$ cat src/rtl/fetch_irq_ctrl_if.sv
// Fetch-stage interrupt bus: requests, redirect window qualifiers and the
// redirect/acknowledge outputs of fetch_irq_ctrl.
interface fetch_irq_ctrl_if #(
    parameter int unsigned NUM_IRQ = 4
);
    logic [NUM_IRQ-1:0] irq_req;
    logic               irq_mask_we;
    logic [NUM_IRQ-1:0] irq_mask_wdata;
    logic               add_stall;
    logic               isbranchtaken_E;
    logic               bubble_D;
    logic [31:0]        pc_D;
    logic               reti_E;
    logic               interrupt;
    logic [31:0]        pc_isr;
    logic [NUM_IRQ-1:0] irq_ack;
    logic               in_isr;
    logic [31:0]        epc;
    logic               wait_timeout;

    modport master (
        output irq_req, irq_mask_we, irq_mask_wdata, add_stall, isbranchtaken_E,
               bubble_D, pc_D, reti_E,
        input  interrupt, pc_isr, irq_ack, in_isr, epc, wait_timeout
    );

    modport slave (
        input  irq_req, irq_mask_we, irq_mask_wdata, add_stall, isbranchtaken_E,
               bubble_D, pc_D, reti_E,
        output interrupt, pc_isr, irq_ack, in_isr, epc, wait_timeout
    );
endinterface

$ cat src/rtl/fetch_irq_ctrl.sv
// Interrupt sequencer for the fetch stage: priority arbitration, safe redirect
// window wait, ISR vector redirect, epc save and replay on return.
// Optional macro IRQ_WAIT_TIMEOUT_EN: bounds the WAIT state with a timeout that
// forces the redirect (still blocked by a taken branch) and sets wait_timeout.
module fetch_irq_ctrl #(
    parameter int unsigned NUM_IRQ      = 4,
    parameter logic [31:0] ISR_BASE     = 32'h0000_0100,
    parameter logic [31:0] ISR_STRIDE   = 32'h0000_0010,
    parameter int unsigned WAIT_TIMEOUT = 16
) (
    input  logic             clk,
    input  logic             rst,
    fetch_irq_ctrl_if.slave  bus
);
    localparam int unsigned IdW = (NUM_IRQ > 1) ? $clog2(NUM_IRQ) : 1;

    typedef enum logic [2:0] {StIdle, StWait, StFire, StService, StReturn} state_e;

    state_e             state_q, state_d;
    logic [IdW-1:0]     id_q, id_d, win_id;
    logic [NUM_IRQ-1:0] mask_q, mask_d, eligible;
    logic [31:0]        epc_q, epc_d;
    logic               wt_q, wt_d;
    logic               interrupt_q, interrupt_d;
    logic [31:0]        pc_isr_q, pc_isr_d;
    logic [NUM_IRQ-1:0] ack_q, ack_d;
    logic               in_isr_q, in_isr_d;
    logic               window_ok, go_fire;

`ifdef IRQ_WAIT_TIMEOUT_EN
    logic [7:0] cnt_q, cnt_d;
    logic       timeout_hit;

    // WAIT cycle counter: zero outside WAIT so it restarts on every WAIT entry
    always_comb begin
        timeout_hit = (state_q == StWait) && (cnt_q >= 8'(WAIT_TIMEOUT - 1));
        cnt_d       = 8'd0;
        if (state_q == StWait) begin
            cnt_d = (cnt_q != 8'hFF) ? cnt_q + 8'd1 : cnt_q;
        end
        wt_d = wt_q | timeout_hit;
    end

    // Counter register
    always_ff @(posedge clk or negedge rst) begin
        if (!rst) cnt_q <= 8'd0;
        else      cnt_q <= cnt_d;
    end
`else
    // No timeout: flag stays low
    always_comb begin
        wt_d = 1'b0;
    end
`endif

    // Arbitration (lowest index wins) and redirect window qualification
    always_comb begin
        eligible  = bus.irq_req & ~mask_q;
        win_id    = '0;
        for (int i = int'(NUM_IRQ) - 1; i >= 0; i--) begin
            if (eligible[i]) win_id = IdW'(i);
        end
        window_ok = !bus.add_stall && !bus.isbranchtaken_E && !bus.bubble_D;
`ifdef IRQ_WAIT_TIMEOUT_EN
        // A taken branch always blocks, even a forced timeout redirect
        go_fire   = !bus.isbranchtaken_E && (window_ok || timeout_hit);
`else
        go_fire   = window_ok;
`endif
    end

    // Next-state logic; id and epc are latched on the transitions that own them
    always_comb begin
        state_d = state_q;
        id_d    = id_q;
        epc_d   = epc_q;
        mask_d  = bus.irq_mask_we ? bus.irq_mask_wdata : mask_q;
        case (state_q)
            StIdle: begin
                if (|eligible) begin
                    id_d    = win_id;
                    state_d = StWait;
                end
            end
            StWait: begin
                if (go_fire) begin
                    epc_d   = bus.pc_D;
                    state_d = StFire;
                end
            end
            StFire:    state_d = StService;
            StService: if (bus.reti_E) state_d = StReturn;
            StReturn:  state_d = StIdle;
            default:   state_d = StIdle;
        endcase
    end

    // Output decode from the next state so every output leaves a flop
    always_comb begin
        interrupt_d = 1'b0;
        pc_isr_d    = 32'd0;
        ack_d       = '0;
        in_isr_d    = 1'b0;
        case (state_d)
            StFire: begin
                interrupt_d = 1'b1;
                pc_isr_d    = ISR_BASE + 32'(id_d) * ISR_STRIDE;
                ack_d[id_d] = 1'b1;
            end
            StService: in_isr_d = 1'b1;
            StReturn: begin
                interrupt_d = 1'b1;
                pc_isr_d    = epc_q;
            end
            default: ;
        endcase
    end

    // State and output registers; reset masks every line
    always_ff @(posedge clk or negedge rst) begin
        if (!rst) begin
            state_q     <= StIdle;
            id_q        <= '0;
            mask_q      <= '1;
            epc_q       <= 32'd0;
            wt_q        <= 1'b0;
            interrupt_q <= 1'b0;
            pc_isr_q    <= 32'd0;
            ack_q       <= '0;
            in_isr_q    <= 1'b0;
        end else begin
            state_q     <= state_d;
            id_q        <= id_d;
            mask_q      <= mask_d;
            epc_q       <= epc_d;
            wt_q        <= wt_d;
            interrupt_q <= interrupt_d;
            pc_isr_q    <= pc_isr_d;
            ack_q       <= ack_d;
            in_isr_q    <= in_isr_d;
        end
    end

    assign bus.interrupt    = interrupt_q;
    assign bus.pc_isr       = pc_isr_q;
    assign bus.irq_ack      = ack_q;
    assign bus.in_isr       = in_isr_q;
    assign bus.epc          = epc_q;
    assign bus.wait_timeout = wt_q;
endmodule
$ cat src/flat_wrapper.sv
// flat-port wrapper written by rule: the top's interface ports become plain ports
module fetch_irq_ctrl_flat 
#(
    parameter int unsigned NUM_IRQ      = 4,
    parameter logic [31:0] ISR_BASE     = 32'h0000_0100,
    parameter logic [31:0] ISR_STRIDE   = 32'h0000_0010,
    parameter int unsigned WAIT_TIMEOUT = 16
)
  (clk, rst, bus_irq_req, bus_irq_mask_we, bus_irq_mask_wdata, bus_add_stall, bus_isbranchtaken_E, bus_bubble_D, bus_pc_D, bus_reti_E, bus_interrupt, bus_pc_isr, bus_irq_ack, bus_in_isr, bus_epc, bus_wait_timeout);
  fetch_irq_ctrl_if #(.NUM_IRQ(NUM_IRQ)) bus_i ();
  input  logic clk;
  input  logic rst;
  input wire logic [$bits(bus_i.irq_req)-1:0] bus_irq_req;
  input wire logic [$bits(bus_i.irq_mask_we)-1:0] bus_irq_mask_we;
  input wire logic [$bits(bus_i.irq_mask_wdata)-1:0] bus_irq_mask_wdata;
  input wire logic [$bits(bus_i.add_stall)-1:0] bus_add_stall;
  input wire logic [$bits(bus_i.isbranchtaken_E)-1:0] bus_isbranchtaken_E;
  input wire logic [$bits(bus_i.bubble_D)-1:0] bus_bubble_D;
  input wire logic [$bits(bus_i.pc_D)-1:0] bus_pc_D;
  input wire logic [$bits(bus_i.reti_E)-1:0] bus_reti_E;
  output wire logic [$bits(bus_i.interrupt)-1:0] bus_interrupt;
  output wire logic [$bits(bus_i.pc_isr)-1:0] bus_pc_isr;
  output wire logic [$bits(bus_i.irq_ack)-1:0] bus_irq_ack;
  output wire logic [$bits(bus_i.in_isr)-1:0] bus_in_isr;
  output wire logic [$bits(bus_i.epc)-1:0] bus_epc;
  output wire logic [$bits(bus_i.wait_timeout)-1:0] bus_wait_timeout;
  assign bus_i.irq_req = bus_irq_req;
  assign bus_i.irq_mask_we = bus_irq_mask_we;
  assign bus_i.irq_mask_wdata = bus_irq_mask_wdata;
  assign bus_i.add_stall = bus_add_stall;
  assign bus_i.isbranchtaken_E = bus_isbranchtaken_E;
  assign bus_i.bubble_D = bus_bubble_D;
  assign bus_i.pc_D = bus_pc_D;
  assign bus_i.reti_E = bus_reti_E;
  assign bus_interrupt = bus_i.interrupt;
  assign bus_pc_isr = bus_i.pc_isr;
  assign bus_irq_ack = bus_i.irq_ack;
  assign bus_in_isr = bus_i.in_isr;
  assign bus_epc = bus_i.epc;
  assign bus_wait_timeout = bus_i.wait_timeout;
  fetch_irq_ctrl #(.NUM_IRQ(NUM_IRQ), .ISR_BASE(ISR_BASE), .ISR_STRIDE(ISR_STRIDE), .WAIT_TIMEOUT(WAIT_TIMEOUT)) u_core (.clk(clk), .rst(rst), .bus(bus_i));
endmodule
$ cat config.mk
export PLATFORM = sky130hd
export DESIGN_NAME = fetch_irq_ctrl_flat
export DESIGN_NICKNAME = d
export VERILOG_FILES = /design/src/rtl/fetch_irq_ctrl_if.sv /design/src/rtl/fetch_irq_ctrl.sv /design/src/flat_wrapper.sv
export SDC_FILE = /design/constraint.sdc
export NUM_CORES = 1
export LEC_CHECK = 0
export ABC_CLOCK_PERIOD_IN_PS = 2100
export CORE_MARGIN = 1
export CORE_UTILIZATION = 25
export DETAILED_ROUTE_END_ITERATION = 10
export PLACE_DENSITY = 0.48
export SYNTH_ARGS = -nofsm -noshare
export SYNTH_HDL_FRONTEND = slang
export SYNTH_SLANG_ARGS = --single-unit
export TNS_END_PERCENT = 50
$ cat constraint.sdc
create_clock -name clk -period 2.1 [get_ports clk]
set_clock_uncertainty 0.1 [all_clocks]
set_input_delay 0.525 -clock clk [delete_from_list [all_inputs] [get_ports clk]]
set_output_delay 0.525 -clock clk [all_outputs]
set_load 0.005 [all_outputs]
==> out/results.ini <==
[synthesis]
netlist_instances = 194
netlist-cell-type-count = 31
muxShareOfSynthArea_pct = 13.17
synth_compound_area_share_pct = 3.142
synthFlopType = dfrtp_1
synthesis.area_um2 = 2907
synth-seq-area-share_pct = 68.19
ys_ff_latch = 79
synthArstFlopShare_pct = 100.0
synth_warnings = 0
synth-adder-area-share_pct = 0
synth_edf_count = 0
synth_nets = 241
synth_xor_area_share_pct = 0
synth_top_family_by_area = multiplexers
synth_area_per_cell_um2 = 14.98
synthSimpleGateAreaFrac_pct = 11.58

[route]
drt_iter0_markers = 51
ant_nets = 0
dr.pass1.iters = 4
wl_per_cell_um = 13.93
vias_per_cell = 4.088
wirelength_mm = 6.490
drc = 0
vias = 1905

[setup_path]
timing.rr.start = u_core.state_q[2]
r2r-end = u_core.bus.epc[14]
cp_cell_sequence = clkdlybuf4s50_1
crit_required_ns = 1.47
crit_type = reg2out
r2r_slack_ns = 0.45
cp_top_family = buffers and inverters
critPathBufInv = 1
crit_path_max_fanout = 3
slowest_stage = clkdlybuf4s50_1
worst_ep_arrival_time_ns = 1.22
slowest_delay_ns = 0.53
critPathCaptureType = output pin
startpoint_type = register
reg2regPathDepth = 4

[clock_network]
htreeDepth = 3
clockBufferDepth = 2
worstSkewPairLatency_ns = 0.33
root_buffer = clkbuf_16
clkSinkCount = 79
post_cts_buffers = 0
cts_resized = 0
cts_tree = yes
clkTransAtPathRegs_ns = 0.06
hold_buffers = 0
cts_buffers = 9

[power]
power.density_nw_per_um2 = 1164
switching_share_pct = 25.62
clock_power_share_pct = 26.4
p_int_mw = 3.907
peakVddDrop_mv = 0.6527
leakagePower_nw = 1.955
combPwrFrac_pct = 31.0
seqPwrFrac_pct = 42.7
p_switching_mw = 1.346
power_mw = 5.253

[finish]
seq_area_um2 = 1982
nFillCells = 1118
nets = 366
final_area_um2 = 4512
areaGrowthSynthToFinish_pct = 55.23
final_layout_size_suffix_gt1_share_pct = 20.43
n_antenna_cell = 0
final_util_pct = 39.68
multi_input_area_um2 = 814.5

[place]
portBuffers = 116
gp_congestion = 0.6778
place_area_um2 = 4252
hpwl_mm = 4.485

[floorplan]
core-area_um2 = 11370
die-area_um2 = 12060
start_util_pct = 25.56
io_pins = 118
die_x_um = 109.8
rows = 39
die_h_um = 109.8

[grt]
antenna_found_initial = 0
grt_pass1_vias = 1862
grt_max_degree = 37
grtUsageMet1_pct = 13.57
grt_overflow_total = 0
busiest_layer = met2
use_met3_pct = 5.216
grt_use_met2_pct = 17.01
grt_first_pass_wirelength_mm = 9.825
grtUsageTotal_pct = 11.21

[sta]
hold_slack_ns = 0.01057
period_share_pct = 87.66
slew_viol_final = 0
final.min_clock_period_ns = 1.841
rsz0062_at_grt = false
finalHoldViolCount = 0
fmax_mhz = 543.2
finalSetupViolCount = 0

[flow_run]
drv_cap = 0

[outcome]
outcome = complete, no violations

[hold_path]
hold_path.class = in2async

==> synth_stat cells, types with 2 or more instances <==
cell	instances	area share (%)
a21oi_1	3	0.52
and2_1	29	6.2
buf_12	3	2.1
clkbuf_1	3	0.39
dfrtp_1	75	65
dfstp_2	4	3.6
inv_1	4	0.52
mux2_2	34	13
nand2_1	8	1.0
nand2b_1	5	1.1
nor2_1	2	0.26
nor3_1	3	0.52
o21ai_0	3	0.52
==> per-stage QoR <==
step                      TNS, ns  worst slack, ns  std cells
final                           0           0.2592        466
after detailed placement   -2.090         -0.07275        451
after floorplan                 0           0.4023        194
after CTS                       0           0.2294        466
after global placement     -1.812         -0.06107        451
after global routing            0           0.1918        466
==> kinds of logic after synthesis <==
group / count (synthesis)
flip-flops: 79
AND/OR/NAND/NOR: 55
multiplexers: 34
buffers and inverters: 13
AO/OA/AOI/OAI: 12
other: 1
==> registers in the layout, summed over array words and instances (netlist names) <==
| name | flops |
|---|---|
| u_core.bus.interrupt | 1 |
| u_core.bus.epc | 32 |
| u_core.mask_q | 4 |
| u_core.id_q | 2 |
| u_core.state_q | 3 |
| u_core.bus.irq_ack | 4 |
| u_core.bus.pc_isr | 32 |
| u_core.bus.in_isr | 1 |
==> power groups by stage <==
stage                     Clock, mW  Sequential, mW  Combinational (mW)
after floorplan                   0            2.26               0.588
after global placement            0            2.25                1.65
after CTS                      1.45            2.25                1.67
after global routing           1.50            2.31                1.77
final                          1.39            2.24                1.63
after detailed placement          0            2.27                1.65
==> metal layers <==
layer  routed length [µm]  vias to the layer above  share of wire, %
met5                    0                        -                 0
li1                     -                      895                 -
met4                   95                        0               1.5
met2                 3065                       65                47
met1                 2799                      937                43
met3                  529                        8               8.2
==> cells in the final DEF (no fill, tap or decap), drive strengths merged, types with 2 or more instances in the layout <==
cell type | netlist | routed
a21oi | 3 | 3
and2 | 30 | 30
buf | 6 | 8
clkbuf | 3 | 13
clkdlybuf4s50 | 0 | 115
clkinv | 0 | 2
dfrtp | 75 | 75
dfstp | 4 | 4
inv | 4 | 4
mux2 | 34 | 34
nand2 | 8 | 8
nand2b | 5 | 5
nor2 | 2 | 2
nor3 | 4 | 4
o21ai | 3 | 3
or3 | 2 | 2
==> worst max-delay path by stage <==
stage,startpoint,endpoint,slack (ns),cells past startpoint
after detailed placement,bus_isbranchtaken_E,u_core.bus.epc[14],-0.07,5
after global placement,bus_isbranchtaken_E,u_core.bus.epc[16],-0.06,5
after global routing,u_core.bus.epc[0],bus_epc[0],0.19,1
final,u_core.bus.epc[4],bus_epc[4],0.26,1
after CTS,u_core.bus.epc[4],bus_epc[4],0.23,1
after floorplan,bus_isbranchtaken_E,u_core.bus.epc[22],0.40,5
==> cell type report <==
type	count	share of cell area, %
well taps	143	3.966
repair buffers	123	27.95
flip-flops and latches	79	43.93
clock inverters	2	0.2219
clock buffers	13	5.546
inverters	4	0.3328
multi-input cells	102	18.05
No activity file was read; power rests on OpenSTA's default activity.
